`src/rtl/fifo_stream_reader_if.sv`:
```
// Handshake bundle between a fifo_sync read port, the reader and its stream consumer.
// Ports: iFifoEmpty/iFifoData/oFifoEnR (FIFO side), oValid/iReady/oData (stream), oBusy.
interface fifo_stream_reader_if #(
    parameter int BITWIDTH = 32
);
    logic                iFifoEmpty;
    logic [BITWIDTH-1:0] iFifoData;
    logic                oFifoEnR;
    logic                oValid;
    logic                iReady;
    logic [BITWIDTH-1:0] oData;
    logic                oBusy;

    modport master (
        input  iFifoEmpty,
        input  iFifoData,
        input  iReady,
        output oFifoEnR,
        output oValid,
        output oData,
        output oBusy
    );

    modport slave (
        output iFifoEmpty,
        output iFifoData,
        output iReady,
        input  oFifoEnR,
        input  oValid,
        input  oData,
        input  oBusy
    );
endinterface

```
`src/rtl/fifo_stream_reader.sv`:
```
// Read-side master for fifo_sync: absorbs the 1-cycle read latency and re-presents
// words as a valid/ready stream through a 2-entry skid buffer.
// Ports: iClk, iRst (sync, active-high), iClr (sync flush), bus (master modport),
// oBeatCnt (only when FIFO_STREAM_READER_CNT_EN is defined).
module fifo_stream_reader #(
    parameter int BITWIDTH = 32,
    parameter int CNTWIDTH = 16
) (
    input  logic                 iClk,
    input  logic                 iRst,
    input  logic                 iClr,
    fifo_stream_reader_if.master bus
`ifdef FIFO_STREAM_READER_CNT_EN
    ,
    output logic [CNTWIDTH-1:0]  oBeatCnt
`endif
);

    typedef enum logic [1:0] {
        EMPTY = 2'd0,
        ONE   = 2'd1,
        TWO   = 2'd2
    } occ_t;

    occ_t                occ;
    occ_t                occ_nxt;
    logic                inflight;
    logic [BITWIDTH-1:0] buf0;
    logic [BITWIDTH-1:0] buf1;
    logic [BITWIDTH-1:0] buf0_nxt;
    logic [BITWIDTH-1:0] buf1_nxt;
    logic                pop;
    logic                enr;
    logic [2:0]          resv;
    logic                flush;

    if (CNTWIDTH < 1) begin : g_bad_cnt
        $error("CNTWIDTH must be at least 1");
    end

    assign flush = iRst | iClr;
    assign pop   = bus.oValid & bus.iReady;

    // Slots still claimed after this cycle's pop; a read may only be
    // issued when the returning word is guaranteed a free slot.
    assign resv = {1'b0, occ} + {2'b00, inflight} - {2'b00, pop};
    assign enr  = ~bus.iFifoEmpty & ~flush & (resv < 3'd2);

    assign bus.oFifoEnR = enr;
    assign bus.oValid   = (occ != EMPTY);
    assign bus.oData    = buf0;
    assign bus.oBusy    = (occ != EMPTY) | inflight;

    always_comb begin
        occ_nxt  = occ;
        buf0_nxt = buf0;
        buf1_nxt = buf1;
        if (flush) begin
            occ_nxt  = EMPTY;
            buf0_nxt = '0;
            buf1_nxt = '0;
        end else begin
            case ({pop, inflight})
                2'b10: begin
                    // Popping the last word keeps buf0 so oData holds.
                    if (occ == TWO) begin
                        buf0_nxt = buf1;
                        occ_nxt  = ONE;
                    end else begin
                        occ_nxt  = EMPTY;
                    end
                end
                2'b01: begin
                    if (occ == EMPTY) begin
                        buf0_nxt = bus.iFifoData;
                        occ_nxt  = ONE;
                    end else begin
                        buf1_nxt = bus.iFifoData;
                        occ_nxt  = TWO;
                    end
                end
                2'b11: begin
                    // Write slot is chosen after the shift.
                    if (occ == TWO) begin
                        buf0_nxt = buf1;
                        buf1_nxt = bus.iFifoData;
                    end else begin
                        buf0_nxt = bus.iFifoData;
                    end
                end
                default: begin
                end
            endcase
        end
    end

    always_ff @(posedge iClk) begin
        if (iRst) begin
            occ      <= EMPTY;
            inflight <= 1'b0;
            buf0     <= '0;
            buf1     <= '0;
        end else begin
            occ      <= occ_nxt;
            inflight <= enr;
            buf0     <= buf0_nxt;
            buf1     <= buf1_nxt;
        end
    end

`ifdef FIFO_STREAM_READER_CNT_EN
    always_ff @(posedge iClk) begin
        if (flush) begin
            oBeatCnt <= '0;
        end else if (pop) begin
            oBeatCnt <= oBeatCnt + 1'b1;
        end
    end
`endif

endmodule

```
`src/flat_wrapper.sv`:
```
// flat-port wrapper written by rule: the top's interface ports become plain ports
module fifo_stream_reader_flat 
#(
    parameter int BITWIDTH = 32,
    parameter int CNTWIDTH = 16
)
  (iClk, iRst, iClr, bus_iFifoEmpty, bus_iFifoData, bus_iReady, bus_oFifoEnR, bus_oValid, bus_oData, bus_oBusy);
  fifo_stream_reader_if #(.BITWIDTH(BITWIDTH)) bus_i ();
  input  logic iClk;
  input  logic iRst;
  input  logic iClr;
  input wire logic [$bits(bus_i.iFifoEmpty)-1:0] bus_iFifoEmpty;
  input wire logic [$bits(bus_i.iFifoData)-1:0] bus_iFifoData;
  input wire logic [$bits(bus_i.iReady)-1:0] bus_iReady;
  output wire logic [$bits(bus_i.oFifoEnR)-1:0] bus_oFifoEnR;
  output wire logic [$bits(bus_i.oValid)-1:0] bus_oValid;
  output wire logic [$bits(bus_i.oData)-1:0] bus_oData;
  output wire logic [$bits(bus_i.oBusy)-1:0] bus_oBusy;
  assign bus_i.iFifoEmpty = bus_iFifoEmpty;
  assign bus_i.iFifoData = bus_iFifoData;
  assign bus_i.iReady = bus_iReady;
  assign bus_oFifoEnR = bus_i.oFifoEnR;
  assign bus_oValid = bus_i.oValid;
  assign bus_oData = bus_i.oData;
  assign bus_oBusy = bus_i.oBusy;
  fifo_stream_reader #(.BITWIDTH(BITWIDTH), .CNTWIDTH(CNTWIDTH)) u_core (.iClk(iClk), .iRst(iRst), .iClr(iClr), .bus(bus_i));
endmodule
```
`config.mk`:
```
export PLATFORM = sky130hd
export DESIGN_NAME = fifo_stream_reader_flat
export DESIGN_NICKNAME = d
export VERILOG_FILES = /design/src/rtl/fifo_stream_reader_if.sv /design/src/rtl/fifo_stream_reader.sv /design/src/flat_wrapper.sv
export SDC_FILE = /design/constraint.sdc
export NUM_CORES = 1
export LEC_CHECK = 0
export CAP_MARGIN = 20
export CORE_ASPECT_RATIO = 1.4
export CORE_MARGIN = 3
export CORE_UTILIZATION = 46
export DETAILED_ROUTE_END_ITERATION = 16
export HOLD_SLACK_MARGIN = 0.06
export PLACE_DENSITY = 0.72
export SYNTH_ARGS = -nofsm -noshare
export SYNTH_HDL_FRONTEND = slang
export SYNTH_SLANG_ARGS = --single-unit
```
`constraint.sdc`:
```
create_clock -name iClk -period 2.3 [get_ports iClk]
set_clock_uncertainty 0.2 [all_clocks]
set_input_delay 0.345 -clock iClk [delete_from_list [all_inputs] [get_ports iClk]]
set_output_delay 0.345 -clock iClk [all_outputs]
set_load 0.05 [all_outputs]
```
==> impl_metrics.tcl <==
set metrics [dict create \
    start_util_pct 47.5 \
    grt_max_degree 133 \
    worst_pin_slew_ns 0.509 \
    die_x_um 79.7 \
    crit_buf_inv 1 \
    drt-wirelength-per-cell_um 17.7 \
    cp-start-kind "register" \
    maxSlewViolCount 0 \
    netlist.area_leader.share_pct 38.4 \
    cp.required_ns 1.75 \
    crit_chain "nand3b_4, o21ai_2, nand2_1, fa_2, xor2_2, nor4b_4, buf_12" \
    design.core.area_um2 7360 \
    holdCritPathClass "reg -> reg" \
    insertion_delay_ns 0.34 \
    cts-root-buf "clkbuf_8" \
    period_share_pct 108 \
    rsz0062_at_grt "yes" \
    nNetsFinal 496 \
    post-route-min-period_ns 2.49 \
    power_mw 2.50 \
    finalNonFillerCells 558 \
    areaGrowthSynthToFinish_pct 29.4 \
    yosysWarnings 0 \
    violations "setup timing" \
    die_area_um2 8700 \
    clk_pin_slew_ns 0.07 \
    grt-ovfl-total 0 \
    netlist_area_um2 3500 \
    grt_pass1_vias 3175 \
    crit_fanout 4 \
    dieHeight_um 109 \
    drt_iter0_drc 358 \
    ys_ff_latch 67 \
    place_congestion 0.779 \
    antenna_found_initial 0 \
    cts-htree-levels 3 \
    vdd.ir_drop.worst_mv 0.379 \
    dp_hpwl_um 6170 \
    dpl.cell_count 542 \
    antenna_cells 0 \
    drive_gt1_share_pct 12.6 \
    yosysSeqAreaShare_pct 38.4 \
    dr.pass1.iters 4 \
    io_buffers 71 \
    row_count 37 \
    power_density_nw_per_um2 554 \
    grt_pass1_wl_um 16000 \
    run_status "finished, violations left" \
    wirelength_um 9900 \
    p_leak_nw 1.65 \
    arrival_ns 1.95 \
    vias_per_cell 6.20 \
    drtAntennaViolNets 0 \
    clock.fmax_mhz 401 \
    setup_viol_count_final 2 \
    synth_top_cell_by_area "dfxtp_1" \
    setup_ws_ns -0.193 \
    relSlewSlack_pct 66.0 \
    cts_max_path_buffers 2 \
    worstSetupPathType "reg -> out" \
    critical-path-max-stage-delay_ns 0.35 \
    ios 72 \
    cts_made_buffers 9 \
    synth.area.top_cells "dfxtp_1 (38%), a21oi_1 (9.0%), o311a_1 (8.6%), o31ai_1 (6.9%), a21boi_0 (6.4%)" \
    drv_cap 0 \
    crit_slowest_cell "fa_2" \
    pre_cts_ws_ns -0.0332 \
    cp-end-kind "output pin" \
    syn_nets 446 \
    syn_area_per_cell_um2 8.57 \
    vias 3460 \
    cts_tree "done" \
    fillers 657 \
    tns_ns -0.251 \
    postCtsHoldBufs 0 \
    synth_cell_type_count 34 \
    drc 0 \
    clock-sinks 67 \
    syn_inst 408 \
    finalHoldViolCount 0 \
    cp_top_family "simple AND/OR/NAND/NOR gates" \
    holdWs_ns 0.264 \
    grtUsageTotal_pct 23.4 \
]
[final cells by class]
type	instances	area, um^2	area share [%]
inverter	5	18.8	0.415
clock buffer	11	141	3.13
tap	97	121	2.68
timing repair buffer	97	951	21.0
multi-input combinational	278	1900	42.1
clock inverter	3	40.0	0.885
sequential	67	1350	29.8
[power breakdown]
group / switching, mW / internal [mW] / total, mW
Clock: 0.421 / 0.515 / 0.936
Combinational: 0.227 / 0.152 / 0.380
Sequential: 0.0108 / 1.18 / 1.19
Total: 0.659 / 1.85 / 2.50
[tightest hold or removal path: stages, from the launching register on]
cell and delay, ns:
dfxtp_1 0.31, o31ai_1 0.06, a21oi_1 0.06
[cell families after synthesis]
kind of cell	synth area share, %
compound gates	37.4
flops	38.4
buf+inv	8.45
fa+ha+maj	0.573
xor+xnor	0.501
mux	0.644
simple gates	14.0
[synthesized netlist by cell type (all sizes together)]
cell / number
nand3b: 1
nor2: 3
o221ai: 2
xor2: 1
nand3: 2
inv: 5
dfxtp: 67
mux2i: 1
and2: 1
or2: 1
nand2b: 1
nor4b: 2
clkbuf: 31
o211ai: 1
a311oi: 1
fa: 1
a2bb2oi: 1
buf: 27
and3: 30
xnor2: 1
o31ai: 32
o311a: 30
nand4: 33
and4b: 1
a21boi: 30
a31oi: 3
nand2: 4
a21oi: 63
o21ai: 32
[stage by stage]
step	util [%]	cell area, um^2
floorplan	-	3560
global placement	58.6	4310
detailed placement	58.6	4310
CTS	61.1	4500
global route	61.5	4520
finish	61.5	4520
[layer usage]
| layer | part of all wire [%] | wire, um | track usage (%) | vias to the layer above |
|---|---|---|---|---|
| met3 | 5.9 | 586 | 4.88 | 12 |
| met2 | 52 | 5140 | 38.5 | 99 |
| met5 | 0 | 0 | 0 | - |
| met1 | 41 | 4030 | 30.0 | 1661 |
| met4 | 1.5 | 144 | 8.85 | 0 |
| li1 | - | - | - | 1688 |
[sequential cells by signal, indices dropped and copies added, names as in the netlist]
signal,flops
u_core.occ,2
u_core.bus.oData,32
u_core.buf1,32
u_core.inflight,1
[repair_timing]
item	CTS	global route
endpoints found under the setup margin	3	3
setup buffers	0	2
endpoints found under the hold margin	0	0
pin swaps	1	0
resized for setup	3	2
[path summary, 6_finish.rpt]
kind                                      start                   end  slack (ns)  depth (start not counted)
worst min register to register  u_core.buf1[23]       u_core.buf1[23]        0.26                          2
worst min-delay path            u_core.buf1[23]       u_core.buf1[23]        0.26                          2
worst max-delay path              u_core.occ[0]          bus_oFifoEnR       -0.19                          7
worst max register to register    u_core.occ[0]  u_core.bus.oData[31]        0.30                          6
[cells in the final DEF, fill, tap and decap left out, drive strengths merged]
cell type / netlist / routed
a2bb2oi: 1 / 1
inv: 5 / 5
mux2i: 1 / 1
o221ai: 2 / 2
o211ai: 1 / 1
nand2: 4 / 4
clkinv: 0 / 2
o31ai: 32 / 32
and3: 30 / 30
nand2b: 1 / 1
bufinv: 0 / 1
xor2: 1 / 1
clkdlybuf4s50: 0 / 67
nor4b: 2 / 2
o311a: 30 / 30
a311oi: 1 / 1
fa: 1 / 1
buf: 27 / 30
or2: 1 / 1
a21oi: 63 / 63
and4b: 1 / 1
a31oi: 3 / 3
and2: 1 / 1
dfxtp: 67 / 67
clkbuf: 31 / 11
nand3b: 1 / 1
nand4: 33 / 33
xnor2: 1 / 1
nand3: 2 / 2
nor2: 3 / 3
o21ai: 32 / 32
a21boi: 30 / 30
Note: power is estimated with default switching activity, not from simulation.
